[src/rtl/tug_match_ctrl.sv]
// Tug-of-war match sequencer: countdown, press gating, round scoring, hold and match-over.
// Optional false-start handling during the countdown is enabled by defining TUG_FALSE_START_EN.
module tug_match_ctrl #(
  parameter int WIN_ROUNDS  = 3,
  parameter int CD_DIGITS   = 3,
  parameter int TICK_CYCLES = 4,
  parameter int HOLD_CYCLES = 16
) (
  input  logic       clk,
  input  logic       reset_n,
  input  logic       start,
  input  logic       left_press,
  input  logic       right_press,
  input  logic       left_end,
  input  logic       right_end,
  output logic       l_out,
  output logic       r_out,
  output logic       round_reset,
  output logic [3:0] score_l,
  output logic [3:0] score_r,
  output logic [3:0] countdown,
  output logic       match_over,
  output logic [1:0] winner,
  output logic [2:0] state
);

  typedef enum logic [2:0] {
    S_IDLE  = 3'd0,
    S_CNTDN = 3'd1,
    S_PLAY  = 3'd2,
    S_HOLD  = 3'd3,
    S_OVER  = 3'd4
  } st_t;

  localparam int TW = (TICK_CYCLES > 1) ? $clog2(TICK_CYCLES) : 1;
  localparam int HW = (HOLD_CYCLES > 1) ? $clog2(HOLD_CYCLES) : 1;
  localparam logic [3:0]    WIN       = 4'(WIN_ROUNDS);
  localparam logic [3:0]    CD        = 4'(CD_DIGITS);
  localparam logic [TW-1:0] TICK_LAST = TW'(TICK_CYCLES - 1);
  localparam logic [HW-1:0] HOLD_LAST = HW'(HOLD_CYCLES - 1);

  st_t           st;
  logic [TW-1:0] tick_cnt;
  logic [HW-1:0] hold_cnt;

  assign state = st;
  // Presses reach the light chain with no latency; a simultaneous pair cancels.
  assign l_out = (st == S_PLAY) & left_press & ~right_press;
  assign r_out = (st == S_PLAY) & right_press & ~left_press;

  always_ff @(posedge clk or negedge reset_n) begin
    if (!reset_n) begin
      st          <= S_IDLE;
      score_l     <= 4'd0;
      score_r     <= 4'd0;
      countdown   <= 4'd0;
      winner      <= 2'b00;
      match_over  <= 1'b0;
      round_reset <= 1'b0;
      tick_cnt    <= '0;
      hold_cnt    <= '0;
    end else begin
      round_reset <= 1'b0;
      case (st)
        S_IDLE, S_OVER: begin
          if (start) begin
            score_l     <= 4'd0;
            score_r     <= 4'd0;
            winner      <= 2'b00;
            match_over  <= 1'b0;
            countdown   <= CD;
            tick_cnt    <= '0;
            round_reset <= 1'b1;
            st          <= S_CNTDN;
          end
        end
        S_CNTDN: begin
`ifdef TUG_FALSE_START_EN
          if (left_press && right_press) begin
            countdown <= CD;
            tick_cnt  <= '0;
          end else if (left_press || right_press) begin
            // The player who jumped the gun forfeits the round.
            if (left_press) begin
              if (score_r < WIN) score_r <= score_r + 4'd1;
            end else begin
              if (score_l < WIN) score_l <= score_l + 4'd1;
            end
            countdown <= 4'd0;
            hold_cnt  <= '0;
            st        <= S_HOLD;
          end else
`endif
          if (tick_cnt == TICK_LAST) begin
            tick_cnt <= '0;
            if (countdown <= 4'd1) begin
              countdown <= 4'd0;
              st        <= S_PLAY;
            end else begin
              countdown <= countdown - 4'd1;
            end
          end else begin
            tick_cnt <= tick_cnt + 1'b1;
          end
        end
        S_PLAY: begin
          if (left_end || right_end) begin
            // Both ends in one cycle is a draw: no score change.
            if (left_end && !right_end && score_l < WIN) score_l <= score_l + 4'd1;
            if (right_end && !left_end && score_r < WIN) score_r <= score_r + 4'd1;
            hold_cnt <= '0;
            st       <= S_HOLD;
          end
        end
        S_HOLD: begin
          if (hold_cnt == HOLD_LAST) begin
            if (score_l == WIN || score_r == WIN) begin
              st         <= S_OVER;
              match_over <= 1'b1;
              winner     <= (score_l == WIN) ? 2'b01 : 2'b10;
            end else begin
              round_reset <= 1'b1;
              countdown   <= CD;
              tick_cnt    <= '0;
              st          <= S_CNTDN;
            end
          end else begin
            hold_cnt <= hold_cnt + 1'b1;
          end
        end
        default: st <= S_IDLE;
      endcase
    end
  end

endmodule
[config.mk]
export PLATFORM = sky130hd
export DESIGN_NAME = tug_match_ctrl
export DESIGN_NICKNAME = d
export VERILOG_FILES = /design/src/rtl/tug_match_ctrl.sv
export SDC_FILE = /design/constraint.sdc
export NUM_CORES = 1
export LEC_CHECK = 0
export CORE_ASPECT_RATIO = 1.75
export CORE_MARGIN = 2
export CORE_UTILIZATION = 50
export CTS_CLUSTER_DIAMETER = 40
export DETAILED_ROUTE_END_ITERATION = 8
export GPL_TIMING_DRIVEN = 0
export PLACE_DENSITY = 0.78
export SYNTH_ARGS = -nofsm -noshare
export SYNTH_HDL_FRONTEND = slang
export SYNTH_SLANG_ARGS = --single-unit
[constraint.sdc]
create_clock -name clk -period 2.1 [get_ports clk]
set_clock_uncertainty 0.05 [all_clocks]
set_input_delay 0.63 -clock clk [delete_from_list [all_inputs] [get_ports clk]]
set_output_delay 0.63 -clock clk [all_outputs]
set_load 0.01 [all_outputs]
==> results of run 1 <==
[power by group through the flow]
| stage | Sequential [mW] | Combinational [mW] | Clock, mW |
|---|---|---|---|
| 4_1_cts | 0.763 | 1.15 | 0.291 |
| 3_5_place_dp | 0.775 | 1.09 | 0 |
| 2_1_floorplan | 0.790 | 0.660 | 0 |
| 5_1_grt | 0.796 | 1.34 | 0.303 |
| 6_report | 0.769 | 1.20 | 0.283 |
| 3_3_place_gp | 0.760 | 1.04 | 0 |
[metrics by stage]
| step | area, um^2 | util | std cells | setup WS (ns) |
|---|---|---|---|---|
| floorplan | 1380 | - | 142 | 0.0467 |
| global placement | 1680 | 0.633 | 196 | -0.401 |
| detailed placement | 1680 | 0.633 | 196 | -0.477 |
| CTS | 1760 | 0.661 | 203 | -0.130 |
| global route | 1780 | 0.670 | 206 | -0.170 |
| finish | 1780 | 0.670 | 206 | -0.132 |
[flip-flops by register name, summed over array words and instances, names as in the netlist]
name / cells
score_r: 4
match_over: 1
tick_cnt: 2
state: 3
score_l: 4
hold_cnt: 4
countdown: 4
winner: 2
round_reset: 1
[per-layer routing]
layer,global-route usage,part of all wire,vias to the layer above
met5,0,0,-
met4,0.0943,0.030,0
met3,0.0270,0.055,15
met2,0.415,0.56,68
met1,0.263,0.36,582
li1,-,-,584
[worst max path at each step]
| stage | endpoint | depth (start not counted) |
|---|---|---|
| after floorplan | r_out | 3 |
| after global placement | l_out | 3 |
| after detailed placement | r_out | 3 |
| after CTS | r_out | 4 |
| after global routing | r_out | 4 |
| final | r_out | 4 |
[repair_timing]
item,4_1_cts,5_1_grt
hold buffers,0,0
endpoints found under the setup margin,2,2
resized for setup,13,2
pin swaps,3,3
setup buffers,3,4
[layout by cell type (no fill, tap or decap), types with 3 or more instances in the layout]
master            n
dfrtp_1          24
clkbuf_1          4
nand2_1          14
inv_1             4
clkdlybuf4s50_1  25
mux2i_1           3
nor3b_1           4
clkbuf_8          3
o21ai_0          12
buf_4             7
nand3_1           3
and2_1            5
a21oi_1           8
nor3_1            4
ha_1              6
nor2_1           10
[cells by family after synthesis]
group                      share of synthesized area
and+or+nand+nor                                0.241
AOI/OAI and AO/OA                              0.190
DFF                                            0.453
buffers and inverters                         0.0308
adders and majority gates                     0.0544
muxes                                         0.0299
[final cells by class]
type / instances / area share
multi-input cells: 108 / 0.407
flip-flops and latches: 25 / 0.352
repair buffers: 34 / 0.176
clock buffers: 4 / 0.0253
well taps: 27 / 0.0190
plain buffers: 4 / 0.0126
inverters: 4 / 0.00843
==> run_results.csv, run 1 <==
group,metric,value,unit
clock_network,clkTransAtPathRegs,0.08,ns
setup_path,startpoint,"state[1]$_DFFE_PN0P_",
sta,worst_slack,-0.132,ns
detailed_routing,ant_nets,0,
clock_network,htree_num_levels,1,
sta,maxSlewHeadroom,0.268,
setup_path,critPathTopFamily,"simple AND/OR/NAND/NOR gates",
logic_synthesis,synth_nets,155,
hold_path,hold_class,"flop to flop",
logic_synthesis,ys.flop_type,"dfrtp_1",
power,p_switching,896,uW
logic_synthesis,synth_commonest_cells,"25 x dfrtp_1, 14 x nand2_1, 12 x o21ai_0",
final_layout,n_fill_cell,214,
logic_synthesis,syn_inst,142,
setup_path,critPathBufInv,2,
final_layout,nNetsFinal,193,
floorplanning,die_area,0.00321,mm^2
power,p_leak,0.823,nW
power,p_per_area,1260,mW/mm^2
sta,drv_slew,0,
sta,hold_viol,0,
power,switching_share,0.398,
final_layout,multi_input_area,724,um^2
grt,track_usage,0.229,
floorplanning,pin_count,28,
setup_path,critPathMaxFanout,5,
setup_path,arrival,1.55,ns
hold_path,min_to,"winner[1]$_DFFE_PN0P_",
logic_synthesis,synth_top_area_share,0.453,
grt,grt_pass1_vias,1243,
logic_synthesis,ys_seq_area_frac,0.453,
placed_design,hpwl,2.42,mm
status,status,"finished with violations",
setup_path,crit_type,"flop to primary output",
logic_synthesis,synth_edf_count,0,
floorplanning,die_x,43.7,um
sta,fmax,448,MHz
power,seqPwrFrac,0.342,
sta,post-route-period-util,1.06,
grt,overflow,0,
status,violations,"setup timing",
logic_synthesis,avgSynthCellArea,9.72,um^2
floorplanning,rows,25,
logic_synthesis,synth_area_leader_cell,"dfrtp_1",
floorplanning,coreArea,0.00266,mm^2
power,power,2.25,mW
power,combPwrFrac,0.532,
logic_synthesis,synthesis.area,0.00138,mm^2
logic_synthesis,synthTopCellsByArea,"dfrtp_1 45%, ha_1 5.4%, o21ai_0 4.4%",
logic_synthesis,yosysMostFrequentCell,"dfrtp_1",
grt,grt_pass1_wl,5.61,mm
clock_network,cts_made_buffers,3,
power,power.internal,1.35,mW
setup_path,slowest_stage,"dfrtp_1",
clock_network,cts_tree,"built",
flow_run,drv_cap,0,
final_layout,regArea,627,um^2
power,irDropWorstVdd,0.840,mV
hold_path,holdCritStartpoint,"winner[1]$_DFFE_PN0P_",
logic_synthesis,yosysWarnings,0,
logic_synthesis,synthArstFlopShare,1.00,
placed_design,gp_congestion,0.817,
detailed_routing,dr.pass1.iters,4,
final_layout,diodes,0,
setup_path,crit_chain,"buf_6 > or3b_4 > nor3b_2 > buf_2",
final_layout,drive_above_1_share,0.140,
grt,grt_max_degree,26,
sta,worst_pin_slew,1.10,ns
sta,rsz0062_at_grt,"yes",
setup_path,rr_startpoint,"state[1]$_DFFE_PN0P_",
clock_network,cts_buffer_depth,2,
setup_path,setup.worst_path.end_class,"primary output",
setup_path,timing.rr.end,"state[2]$_DFFE_PN0P_",
detailed_routing,wl_per_cell,16.5,um
detailed_routing,viasPerCell,6.06,
setup_path,critPathLaunchType,"flop",
hold_path,min_path_cells,1,
sta,setup_viol,2,
logic_synthesis,ys_types,45,
placed_design,io_buffers,27,
setup_path,r2r_slack,0.24,ns
clock_network,root_buffer,"clkbuf_8",
detailed_routing,drtIter0Drc,36,
sta,min_period,2.23,ns
sta,fin_setup_tns,-0.225,ns
logic_synthesis,ys_ff_latch,25,
detailed_routing,routed_wirelength,3.41,mm
grt,antenna_found_initial,0,
final_layout,syn2layout_area_growth,29.0,%
setup_path,slowest_delay,0.41,ns
floorplanning,die_h,73.5,um
setup_path,critPathRequiredTime,1.42,ns
setup_path,reg2regPathDepth,6,
clock_network,clk_latency,0.27,ns
detailed_routing,dr_total_vias,1249,
detailed_routing,drc_errors,0,
floorplanning,start_util,0.519,
sta,hold_ws,0.443,ns
power,clkPwrFrac,0.126,
clock_network,clock_sinks,25,
(Power assumes the default switching activity.)
==> run 2, diff against run 1 <==
--- a/config.mk
+++ b/config.mk
@@ -8,7 +8,7 @@
 export CORE_ASPECT_RATIO = 1.75
 export CORE_MARGIN = 2
 export CORE_UTILIZATION = 50
-export CTS_CLUSTER_DIAMETER = 40
+export CTS_CLUSTER_DIAMETER = 100
 export DETAILED_ROUTE_END_ITERATION = 8
 export GPL_TIMING_DRIVEN = 0
 export PLACE_DENSITY = 0.78
==> results of run 2 <==
The final DEF is identical to that of run 1; final timing and power are the same.
==> run 3, diff against run 2 <==
--- a/config.mk
+++ b/config.mk
@@ -5,10 +5,12 @@
 export SDC_FILE = /design/constraint.sdc
 export NUM_CORES = 1
 export LEC_CHECK = 0
+export CAP_MARGIN = 20
 export CORE_ASPECT_RATIO = 1.75
 export CORE_MARGIN = 2
 export CORE_UTILIZATION = 50
 export CTS_CLUSTER_DIAMETER = 100
+export CTS_CLUSTER_SIZE = 16
 export DETAILED_ROUTE_END_ITERATION = 8
 export GPL_TIMING_DRIVEN = 0
 export PLACE_DENSITY = 0.78
==> run_results.csv, run 3 (synthesis gave the netlist of run 1 again) <==
group,metric,value,unit
power,p_leak,0.836,nW
detailed_routing,dr_total_vias,1258,
placed_design,gp_congestion,0.817,
clock_network,htree_num_levels,1,
clock_network,cts_hold_buf,0,
status,violations,"setup timing",
detailed_routing,drc_errors,0,
final_layout,final_cell_mix,"25 x clkdlybuf4s50_1, 24 x dfrtp_1, 14 x nand2_1, 12 x o21ai_0, 10 x nor2_1",
clock_network,cts_tree,"built",
grt,antenna_found_initial,0,
flow_run,drv_cap,0,
grt,track_usage,0.229,
status,status,"finished with violations",
floorplanning,pin_count,28,
setup_path,crit_type,"flop to primary output",
clock_network,cts_made_buffers,3,
final_layout,drive_above_1_share,0.144,
sta,fin_setup_tns,-0.225,ns
detailed_routing,routed_wirelength,3.43,mm
detailed_routing,ant_nets,0,
sta,worst_slack,-0.133,ns
hold_path,hold_class,"flop to flop",
power,p_per_area,1250,mW/mm^2
sta,rsz0062_at_grt,"yes",
final_layout,finalNonFillerCells,207,
placed_design,place_area,0.00168,mm^2
placed_design,hpwl,2.42,mm
placed_design,placed_cells,196,
final_layout,syn2layout_area_growth,31.0,%
grt,grt_pass1_vias,1243,
final_layout,nNetsFinal,194,
grt,grt_pass1_wl,5.61,mm
clock_network,cts_buffer_depth,2,
floorplanning,die_h,73.5,um
placed_design,pre_cts_slack,-0.477,ns
sta,post-route-period-util,1.06,
clock_network,root_buffer,"clkbuf_8",
final_layout,design_area,0.00181,mm^2
detailed_routing,wl_per_cell,16.6,um
grt,grt_max_degree,26,
floorplanning,die_x,43.7,um
floorplanning,rows,25,
setup_path,arrival,1.55,ns
clock_network,clkTransAtPathRegs,0.08,ns
power,irDropWorstVdd,0.840,mV
sta,worst_pin_slew,0.712,ns
floorplanning,start_util,0.519,
setup_path,critPathRequiredTime,1.42,ns
final_layout,final_common_cell,"clkdlybuf4s50_1",
sta,drv_slew,0,
final_layout,diodes,0,
setup_path,setup.worst_path.end_class,"primary output",
clock_network,clock_sinks,25,
sta,setup_viol,2,
sta,fmax,448,MHz
setup_path,critPathLaunchType,"flop",
detailed_routing,dr.pass1.iters,4,
grt,overflow,0,
floorplanning,die_area,0.00321,mm^2
setup_path,critPathMaxFanout,5,
placed_design,io_buffers,27,
sta,maxSlewHeadroom,0.524,
sta,min_period,2.23,ns
power,power,2.26,mW
detailed_routing,viasPerCell,6.08,
clock_network,clk_latency,0.27,ns
sta,hold_viol,0,
detailed_routing,drtIter0Drc,31,
floorplanning,coreArea,0.00266,mm^2
run 3: cell types whose count changed in the layout (fill, tap and decap cells not counted):
cell / change
buf_16: +1
run 3: critical path, stage by stage (launching register included):
cell and delay (ns):
dfrtp_1 0.41, buf_6 0.13, or3b_4 0.40, nor3b_2 0.19, buf_2 0.16
run 3: metrics by stage:
| stage | utilization | hold WS [ns] |
|---|---|---|
| after detailed placement | 0.633 | 0.433 |
| after CTS | 0.661 | 0.452 |
| after global routing | 0.680 | 0.460 |
| after global placement | 0.633 | 0.415 |
| after floorplan | - | 0.284 |
| final | 0.680 | 0.443 |
run 3: power by group:
| group | internal (mW) | switching, mW |
|---|---|---|
| Sequential | 0.631 | 0.138 |
| Combinational | 0.591 | 0.611 |
| Clock | 0.136 | 0.148 |
| Total | 1.36 | 0.897 |
run 3: final timing paths:
check | start | cells after the start | slack [ns] | endpoint
setup / recovery | state[1]$_DFFE_PN0P_ | 4 | -0.13 | r_out
min in group asynchronous | reset_n | 1 | 0.64 | score_r[3]$_DFFE_PN0P_
hold reg to reg | winner[1]$_DFFE_PN0P_ | 1 | 0.44 | winner[1]$_DFFE_PN0P_
setup reg to reg | score_l[0]$_DFFE_PN0P_ | 5 | 0.22 | countdown[0]$_DFFE_PN0P_
max in group asynchronous | reset_n | 2 | 0.91 | tick_cnt[0]$_DFFE_PN0P_
hold / removal | winner[1]$_DFFE_PN0P_ | 1 | 0.44 | winner[1]$_DFFE_PN0P_
run 3: final cells by class:
type,count,area [um^2]
Timing Repair Buffer,35,340
Multi-Input combinational cell,108,724
Tap cell,27,33.8
Buffer,4,22.5
Clock buffer,4,45.0
Inverter,4,15.0
Fill cell,212,851
Sequential cell,25,627
run 3: timing repair:
action	4_1_cts	5_1_grt
pin swaps	3	3
buffers inserted	3	4
gates resized for setup	13	2
endpoints found under the setup margin	2	2
run 3: layer usage:
metal / GRT usage / share of wire / vias up
met2: 0.415 / 0.56 / 73
met1: 0.263 / 0.36 / 590
li1: - / - / 586
met4: 0.0943 / 0.025 / 0
met5: 0 / 0 / -
met3: 0.0270 / 0.055 / 9
